<file path="config.mk">
export PLATFORM = sky130hd
export DESIGN_NAME = move_gen_seq
export DESIGN_NICKNAME = d
export VERILOG_FILES = /design/src/rtl/move_gen_seq.sv
export SDC_FILE = /design/constraint.sdc
export NUM_CORES = 1
export LEC_CHECK = 0
export CORE_MARGIN = 2
export CORE_UTILIZATION = 55
export DETAILED_ROUTE_END_ITERATION = 10
export PLACE_DENSITY = 0.87
export SYNTH_ARGS = -nofsm -noshare
export SYNTH_HDL_FRONTEND = slang
export SYNTH_SLANG_ARGS = --single-unit
</file>
<file path="constraint.sdc">
create_clock -name clock -period 9.9 [get_ports clock]
set_input_delay 1.98 -clock clock [delete_from_list [all_inputs] [get_ports clock]]
set_output_delay 1.98 -clock clock [all_outputs]
set_load 0.02 [all_outputs]
</file>
<file path="src/rtl/move_gen_seq.sv">
// rtl/move_gen_seq.sv - sequential pseudo-legal move enumerator, one target square per handshake
// Optional occupancy blocking is enabled by defining MOVE_GEN_BLOCKER_EN.
module move_gen_seq #(
    parameter int BOARD_DIM = 8,
    parameter int SQ_W      = $clog2(BOARD_DIM * BOARD_DIM)
) (
    input  logic                           clock,
    input  logic                           reset_n,
    input  logic                           req_valid,
    output logic                           req_ready,
    input  logic [3:0]                     piece,
    input  logic                           player,
    input  logic [SQ_W-1:0]                square,
`ifdef MOVE_GEN_BLOCKER_EN
    input  logic [BOARD_DIM*BOARD_DIM-1:0] occ,
`endif
    output logic                           move_valid,
    input  logic                           move_ready,
    output logic [SQ_W-1:0]                move_sq,
    output logic                           gen_done,
    output logic [SQ_W-1:0]                move_count,
    output logic                           busy
);
    localparam int RW = SQ_W / 2 + 2;
    localparam logic signed [RW-1:0] DIM_S   = RW'(BOARD_DIM);
    localparam logic signed [RW-1:0] START_W = RW'(1);
    localparam logic signed [RW-1:0] START_B = RW'(BOARD_DIM - 2);
    localparam logic [SQ_W-1:0]      DIM_U   = SQ_W'(BOARD_DIM);

    localparam logic [2:0] P1 = 3'b001, P2 = 3'b010, Z0 = 3'b000, M1 = 3'b111, M2 = 3'b110;

    localparam logic [3:0] PC_PAWN   = 4'd1;
    localparam logic [3:0] PC_ROOK   = 4'd2;
    localparam logic [3:0] PC_KNIGHT = 4'd3;
    localparam logic [3:0] PC_BISHOP = 4'd4;
    localparam logic [3:0] PC_QUEEN  = 4'd5;

`ifdef MOVE_GEN_BLOCKER_EN
    localparam logic CAPT_NEEDS_OCC = 1'b1;
`else
    localparam logic CAPT_NEEDS_OCC = 1'b0;
`endif

    typedef enum logic [1:0] {IDLE, WALK, EMIT, DONE} state_t;

    state_t               state;
    logic [3:0]           pc;
    logic                 pl;
    logic signed [RW-1:0] org_r, org_f, cur_r, cur_f;
    logic [2:0]           idx;
    logic                 last_pending;
    logic                 push1_clear;

    // Step vector {dr, df} in 3-bit two's complement for the current candidate index.
    function automatic logic [5:0] delta(input logic [3:0] p, input logic side, input logic [2:0] i);
        logic [2:0] fw1, fw2;
        fw1 = side ? M1 : P1;
        fw2 = side ? M2 : P2;
        if (p == PC_KNIGHT) begin
            case (i)
                3'd0:    delta = {P2, P1};
                3'd1:    delta = {P1, P2};
                3'd2:    delta = {M1, P2};
                3'd3:    delta = {M2, P1};
                3'd4:    delta = {M2, M1};
                3'd5:    delta = {M1, M2};
                3'd6:    delta = {P1, M2};
                default: delta = {P2, M1};
            endcase
        end else if (p == PC_PAWN) begin
            case (i[1:0])
                2'd0:    delta = {fw1, Z0};
                2'd1:    delta = {fw2, Z0};
                2'd2:    delta = {fw1, M1};
                default: delta = {fw1, P1};
            endcase
        end else begin
            case (i)
                3'd0:    delta = {P1, Z0};
                3'd1:    delta = {Z0, P1};
                3'd2:    delta = {M1, Z0};
                3'd3:    delta = {Z0, M1};
                3'd4:    delta = {P1, P1};
                3'd5:    delta = {M1, P1};
                3'd6:    delta = {M1, M1};
                default: delta = {P1, M1};
            endcase
        end
    endfunction

    logic [5:0]           d;
    logic signed [2:0]    dr3, df3;
    logic signed [RW-1:0] cand_r, cand_f;
    logic [SQ_W-1:0]      cand_sq;
    logic                 sliding, on_board, occ_bit, emit, ray_cont, finish, start_rank;
    logic [2:0]           last_idx;

    always_comb begin
        d          = delta(pc, pl, idx);
        dr3        = d[5:3];
        df3        = d[2:0];
        sliding    = (pc == PC_ROOK) || (pc == PC_BISHOP) || (pc == PC_QUEEN);
        // Non-sliding pieces never advance cur, so cur always equals the origin for them.
        cand_r     = cur_r + RW'(dr3);
        cand_f     = cur_f + RW'(df3);
        on_board   = !cand_r[RW-1] && (cand_r < DIM_S) && !cand_f[RW-1] && (cand_f < DIM_S);
        cand_sq    = SQ_W'(cand_r) * DIM_U + SQ_W'(cand_f);
`ifdef MOVE_GEN_BLOCKER_EN
        occ_bit    = on_board && occ[cand_sq];
`else
        occ_bit    = 1'b0;
`endif
        start_rank = pl ? (org_r == START_B) : (org_r == START_W);
        emit       = on_board;
        if (pc == PC_PAWN) begin
            case (idx[1:0])
                2'd0:    emit = on_board && !occ_bit;
                2'd1:    emit = on_board && start_rank && push1_clear && !occ_bit;
                default: emit = on_board && (occ_bit || !CAPT_NEEDS_OCC);
            endcase
        end
        ray_cont   = sliding && on_board && !occ_bit;
        last_idx   = ((pc == PC_ROOK) || (pc == PC_PAWN)) ? 3'd3 : 3'd7;
        finish     = !ray_cont && (idx == last_idx);
    end

    always_ff @(posedge clock or negedge reset_n) begin
        if (!reset_n) begin
            state        <= IDLE;
            req_ready    <= 1'b1;
            move_valid   <= 1'b0;
            gen_done     <= 1'b0;
            busy         <= 1'b0;
            move_sq      <= '0;
            move_count   <= '0;
            pc           <= '0;
            pl           <= 1'b0;
            org_r        <= '0;
            org_f        <= '0;
            cur_r        <= '0;
            cur_f        <= '0;
            idx          <= '0;
            last_pending <= 1'b0;
            push1_clear  <= 1'b0;
        end else begin
            case (state)
                IDLE: begin
                    if (req_valid) begin
                        req_ready   <= 1'b0;
                        busy        <= 1'b1;
                        move_count  <= '0;
                        pc          <= piece;
                        pl          <= player;
                        org_r       <= RW'(square / DIM_U);
                        org_f       <= RW'(square % DIM_U);
                        cur_r       <= RW'(square / DIM_U);
                        cur_f       <= RW'(square % DIM_U);
                        idx         <= (piece == PC_BISHOP) ? 3'd4 : 3'd0;
                        push1_clear <= 1'b0;
                        if (piece != 4'd0 && piece <= 4'd6) begin
                            state <= WALK;
                        end else begin
                            state    <= DONE;
                            gen_done <= 1'b1;
                        end
                    end
                end
                WALK: begin
                    if (pc == PC_PAWN && idx == 3'd0)
                        push1_clear <= on_board && !occ_bit;
                    if (ray_cont) begin
                        cur_r <= cand_r;
                        cur_f <= cand_f;
                    end else begin
                        cur_r <= org_r;
                        cur_f <= org_f;
                        idx   <= idx + 3'd1;
                    end
                    if (emit) begin
                        move_sq      <= cand_sq;
                        move_valid   <= 1'b1;
                        last_pending <= finish;
                        state        <= EMIT;
                    end else if (finish) begin
                        state    <= DONE;
                        gen_done <= 1'b1;
                    end
                end
                EMIT: begin
                    if (move_ready) begin
                        move_valid <= 1'b0;
                        move_count <= move_count + SQ_W'(1);
                        if (last_pending) begin
                            state    <= DONE;
                            gen_done <= 1'b1;
                        end else begin
                            state <= WALK;
                        end
                    end
                end
                default: begin
                    gen_done  <= 1'b0;
                    busy      <= 1'b0;
                    req_ready <= 1'b1;
                    state     <= IDLE;
                end
            endcase
        end
    end
endmodule

</file>
==> impl_results.md, run 1 <==
* Run status: completed
* Clock Sinks at 44
* Critical path launch point type: flip-flop
* Register area share after synthesis at 0.378
* MaxCap Viol Count at 0
* Fin crit share at 0.434
* Syn Area/Cell at 9.82 µm²
* Worst Setup Path Type: flip-flop to flip-flop
* ANT nets after route at 0
* Max Clock Freq at 0.233 GHz
* Yosys reg bits at 44
* Vias in the first global route at 2192
* # fillers at 398
* DP Area at 0.00323 mm²
* Synth cell types at 67
* Max-slew violations at 0
* Layout cells sized above 1 at 0.110
* WP data required at 10.12 ns
* Critical Path Max Stage Delay at 0.49 ns
* Endpoints failing setup at 0
* Clk pin slew, worst setup/hold paths at 0.08 ns
* Synth Area in Adders at 0.115
* Via density at about 6
* Final Critical Period at roughly 4.3 ns
* H-tree levels at 2
* Final Hold Violating Endpoints at 0
* Core Footprint at 0.00511 mm²
* CTS resizes at 0
* Post-CTS setup buffers at 0
* Drt first pass iters at 4
* Arr. time, crit path at 4.52 ns
* All-layer global routing usage at 0.223
* CP cell instances: inv_1, ha_1, nor3_1, a31oi_1, o21a_1, nor2_1, o32ai_1, fa_1, a21o_1, a21oi_1, xnor2_1, xor2_2, inv_2, fa_1, xor2_1, xnor2_1, o21ai_0
* Mux cell area share after synthesis at 0.0926
* GP Congestion at 0.854
* Diode count at 0
* Initial antenna violation count at 0
* Asr flop ratio synth at 1.00
* Crit end category: flip-flop
* Slew HR at 0.165
* Root buf cell: clkbuf_8
* Final instance area at 0.00332 mm²
* # DRC at 0
* I/O pins at 31
* Synth Flop Type: dfrtp_1
* Full die area at 0.00590 mm²
* Post-synthesis compound-gate area fraction at 0.161
* Routed wire length at 6.27 mm
* Final HPWL DP at 4.61 mm
* Die height at 76.8 µm
* Slowest library cell on the worst path: fa_1
* RSZ-0062 raised after global routing: false
* CTS tree: done
* Post-synthesis simple-gate area fraction at 0.171
* Clock buffer depth at 2
* CTS Buf Count at 5
* Post-Route Skew at approximately 0.0030 ns
* Cells after synthesis at 297
* Die Wd at ~77 µm
* Post-Syn Area at between 0.002 and 0.003 mm²
* Final Core Density at 0.650
* GR Overflow Total at 0
* Post-synthesis xor/xnor area fraction at 0.0386
* Area Growth Syn to Fin at 13.8%
* Synth warn at 0
* Post-Syn Nets at between 300 and 400
* Hold crit path type: flip-flop to flip-flop
* Area leader, netlist: dfrtp_1
* Setup TNS at 0 ns
* Port bufs at 30
* Hold buffers post-CTS at 0
* Initial core utilization at 0.571
* Largest family of logic cells by synthesized area: simple AND/OR/NAND/NOR gates
* Top post-synthesis cells by area: dfrtp_1 37%, ha_1 9.4%, mux2_2 6.2%
* Largest net degree at the start of global routing at 45
* Worst skew pair latency at 0.30 ns
* Worst Max-Slew Pin Slew at ~1.2 ns
* Post-synth EDFFs at 0
* DR WL/cell at 16.1 µm
* Worst Path Max Fanout at 10
* First-pass GRT wire length at 10.5 mm
* Num rows at 26
* Iteration-0 DRC Markers at 89
* Vias post-DR at roughly 2300
* Layout Nets at 358
* Synth top area share at 0.369
cell usage in the layout, fill, tap and decap left out, types with 2 or more instances in the layout:
master,n
a21oi_1,17
a31oi_1,4
a32o_1,3
and2_1,4
and3_1,10
clkbuf_8,6
clkdlybuf4s50_1,29
clkinv_2,2
dfrtp_1,43
fa_1,3
ha_1,22
inv_1,14
mux2_2,16
mux2i_1,9
nand2_1,13
nand2b_1,2
nand3_1,5
nand4_1,3
nor2_1,25
nor2b_1,2
nor3_1,10
nor3b_1,2
nor4_1,2
o21ai_0,10
o21ai_1,8
o22ai_1,4
or3b_1,2
xnor2_1,3
xor2_1,8
logic make-up after synthesis:
| group | after synthesis |
|---|---|
| AO/OA/AOI/OAI | 68 |
| XOR/XNOR | 12 |
| adder cells (fa/ha/maj) | 25 |
| buffers and inverters | 31 |
| flip-flops | 44 |
| multiplexers | 25 |
| AND/OR/NAND/NOR | 92 |
final cells by class:
class                           instances  area (µm²)  area share
Multi-Input combinational cell        222        1690       0.508
Tap cell                               70        87.6      0.0264
Sequential cell                        44        1100       0.332
Clock inverter                          2        10.0     0.00301
Clock buffer                            6        82.6      0.0249
Inverter                               15        56.3      0.0170
Timing Repair Buffer                   30         295      0.0889
cell usage after synthesis, drive strengths merged (4+ instances only):
cell and count:
nand3 5, buf 6, and2 4, o22ai 4, ha 22, o21ai 18
mux2i 9, xor2 9, nor2 25, a21oi 18, clkbuf 10, nor3 10
inv 15, a31oi 4, nand2 14, mux2 16, dfrtp 43, and3 10
worst max-delay path: cells and delay by family (launching register included):
kind / cells / cell delay (ns)
DFF: 1 / 0.45
buffers and inverters: 2 / 0.29
AOI/OAI and AO/OA: 6 / 1.02
and+or+nand+nor: 2 / 0.43
xor gates and xnor gates: 4 / 0.77
adders and majority gates: 3 / 1.27
final timing paths:
kind / cells after the start / to / slack (ns) / startpoint
setup / recovery: 17 / move_sq[5] / 5.60 / idx[0]
hold / removal: 2 / move_sq[5] / 0.48 / move_sq[5]
setup reg to reg: 17 / move_sq[5] / 5.60 / idx[0]
hold reg to reg: 2 / move_sq[5] / 0.48 / move_sq[5]
max in group asynchronous: 1 / push1_clear / 7.50 / reset_n
min in group asynchronous: 1 / move_sq[5] / 1.83 / reset_n
state kept, by name (all words and copies together) (netlist names):
register	cells
req_ready	1
pc	4
org_r	3
state	2
idx	3
move_valid	1
cur_r	5
push1_clear	1
busy	1
pl	1
move_count	6
org_f	3
cur_f	5
move_sq	6
last_pending	1
gen_done	1
stage by stage:
step | hold slack (ns) | setup WS (ns) | cells
floorplan | 0.460 | 6.02 | 297
global placement | 0.464 | 5.59 | 381
detailed placement | 0.474 | 5.55 | 381
CTS | 0.492 | 5.61 | 389
global route | 0.520 | 5.20 | 389
finish | 0.483 | 5.60 | 389
per-layer routing:
layer | part of all wire | vias up | track usage
met2 | 0.48 | 66 | 0.365
met1 | 0.45 | 1129 | 0.298
li1 | - | 1119 | -
met3 | 0.056 | 11 | 0.0329
met5 | 0 | - | 0
met4 | 0.017 | 0 | 0.0891
Power of run 1 is not shown: default switching activity piles up to over one toggle a cycle in this logic, so the estimate is an artifact.
==> run 2, diff against run 1 <==
clock period = 4.2 ns   (was 9.9 ns; I/O delays follow)
==> run 2 against run 1 <==
Net effect:
- clock skew rose by 0.0034 ns
- die area did not move
- core utilization grew 2.4 points
- first-iteration DRC count up 150%
- sequential share of layout area fell by 1.1 points
- fmax grew 6.9%
- via count up 4.5%
- global-route usage increased by 1.8 points
- flip-flop and latch count stayed put
- worst setup slack got worse by 5.4 ns
- wire length up 9.7%
==> impl_results.md, run 2 (same netlist as run 1, synthesis figures left out) <==
* Max-slew violations at 0 (unchanged)
* GR Overflow Total at 0 (unchanged)
* Run status: completed (unchanged)
* All-layer global routing usage at 0.241 (was 0.223)
* Die height at 76.8 µm (unchanged)
* Num rows at 26 (unchanged)
* Vias post-DR at 2429 (was 2325)
* Initial antenna violation count at 0 (unchanged)
* Worst Max-Slew Pin Slew at 0.976 ns (was 1.24 ns)
* Hold crit path type: flip-flop to flip-flop (unchanged)
* Final instance area at 0.00344 mm² (was 0.00332 mm²)
* Clk pin slew, worst setup/hold paths at 0.09 ns (was 0.08 ns)
* Via density at 6.15 (was 5.98)
* Top Registers: move_count: 6 flops, move_sq: 6 flops (unchanged)
* Critical path launch point type: flip-flop (unchanged)
* Family with the most delay on the worst path: adder cells (unchanged)
* DR WL/cell at 17.4 µm (was 16.1 µm)
* Largest net degree at the start of global routing at 45 (unchanged)
* DP Area at 0.00326 mm² (was 0.00323 mm²)
* # DRC at 0 (unchanged)
* Most common cell after layout, fill and taps aside: dfrtp_1 (unchanged)
* Clock Sinks at 44 (unchanged)
* Slew HR at 0.350 (was 0.165)
* ANT nets after route at 0 (unchanged)
* Vias in the first global route at 2464 (was 2192)
* Drt first pass iters at 4 (unchanged)
* Hold buffers post-CTS at 0 (unchanged)
* # fillers at 380 (was 398)
* Iteration-0 DRC Markers at 219 (was 89)
* Clock buffer depth at 2 (unchanged)
* WP data required at 4.42 ns (was 10.12 ns)
* First-pass GRT wire length at 11.3 mm (was 10.5 mm)
* Endpoints failing setup at 0 (unchanged)
* Critical Path Max Stage Delay at 0.52 ns (was 0.49 ns)
* Core Footprint at 0.00511 mm² (unchanged)
* Worst Path Max Fanout at 7 (was 10)
* Layout cells sized above 1 at 0.166 (was 0.110)
* Final Hold Violating Endpoints at 0 (unchanged)
* I/O pins at 31 (unchanged)
* Post-Route Skew at 0.00639 ns (was 0.00302 ns)
* Worst Setup Path Type: flip-flop to flip-flop (unchanged)
* CTS tree: done (unchanged)
* Area Growth Syn to Fin at 18.1% (was 13.8%)
* GP Congestion at 0.976 (was 0.854)
* CTS Buf Count at 5 (unchanged)
* Root buf cell: clkbuf_8 (unchanged)
* Crit end category: flip-flop (unchanged)
* Max Clock Freq at 0.249 GHz (was 0.233 GHz)
* Full die area at 0.00590 mm² (unchanged)
* Initial core utilization at 0.571 (unchanged)
* Fin crit share at 0.958 (was 0.434)
* Slowest library cell on the worst path: or3b_1 (was fa_1)
* CP cell instances: or3b_1, nor3_1, a21oi_1, nor2_1, a31oi_1, ha_1, fa_1, a21o_1, a21oi_2, xnor2_1, xor2_2, inv_2, fa_1, xor2_1, xnor2_1, o21ai_0 (was inv_1, ha_1, nor3_1, a31oi_1, o21a_1, nor2_1, o32ai_1, fa_1, a21o_1, a21oi_1, xnor2_1, xor2_2, inv_2, fa_1, xor2_1, xnor2_1, o21ai_0)
* Arr. time, crit path at 4.25 ns (was 4.52 ns)
* Most frequent cells in the layout: 41 x dfrtp_1, 29 x clkdlybuf4s50_1, 24 x nor2_1 (was 43 x dfrtp_1, 29 x clkdlybuf4s50_1, 25 x nor2_1)
* Routed wire length at 6.88 mm (was 6.27 mm)
* Layout Nets at 364 (was 358)
* Die Wd at 76.8 µm (unchanged)
* Final Critical Period at 4.02 ns (was 4.30 ns)
* Final HPWL DP at 4.88 mm (was 4.61 mm)
* Port bufs at 30 (unchanged)
* Diode count at 0 (unchanged)
* MaxCap Viol Count at 0 (unchanged)
* H-tree levels at 2 (unchanged)
* WP buf/inv at 1 (was 2)
* Worst skew pair latency at 0.30 ns (about the same)
-- run 2: worst min-delay path, delay by kind of cell (launching register included) --
| kind | cells | cell delay [ns] |
|---|---|---|
| simple gates | 1 | 0.05 |
| flops | 1 | 0.36 |
| compound gates | 1 | 0.06 |
-- run 2: area by class of cell --
cell class | count | area, µm² | share of cell area
flip-flops and latches | 44 | 1100 | 0.321
well taps | 70 | 87.6 | 0.0254
clock inverters | 2 | 15.0 | 0.00436
multi-input cells | 222 | 1760 | 0.510
inverters | 15 | 56.3 | 0.0163
repair buffers | 36 | 340 | 0.0988
clock buffers | 6 | 82.6 | 0.0240
-- run 2: timing repair --
action	CTS	global route
pin swaps	0	2
endpoints found under the setup margin	1	5
cloned	0	0
gates resized for setup	1	16
setup buffers	0	2
-- run 2: path summary, 6_finish.rpt --
check | endpoint | depth (start not counted) | from | slack, ns
worst max register to register | move_sq[5] | 16 | pc[3] | 0.18
worst min-delay path | move_sq[4] | 2 | move_sq[4] | 0.50
max in group asynchronous | idx[0] | 1 | reset_n | 2.84
worst max-delay path | move_sq[5] | 16 | pc[3] | 0.18
min in group asynchronous | org_r[1] | 1 | reset_n | 0.69
worst min register to register | move_sq[4] | 2 | move_sq[4] | 0.50
-- run 2: routing by layer --
layer / track usage / share of wire
met5: 0 / 0
met4: 0.127 / 0.033
met3: 0.0565 / 0.055
met2: 0.394 / 0.49
met1: 0.295 / 0.42
-- run 2: per-stage QoR --
stage	setup WS, ns	utilization	hold slack (ns)	TNS [ns]	std cells
3_5_place_dp	-0.0605	0.638	0.483	-0.0605	385
2_1_floorplan	0.319	-	0.460	0	297
4_1_cts	0.00597	0.658	0.505	0	393
5_1_grt	-0.0478	0.674	0.531	-0.0478	395
3_3_place_gp	0.259	0.638	0.479	0	385
6_report	0.178	0.674	0.503	0	395
Power of run 2 is left out for the same reason.
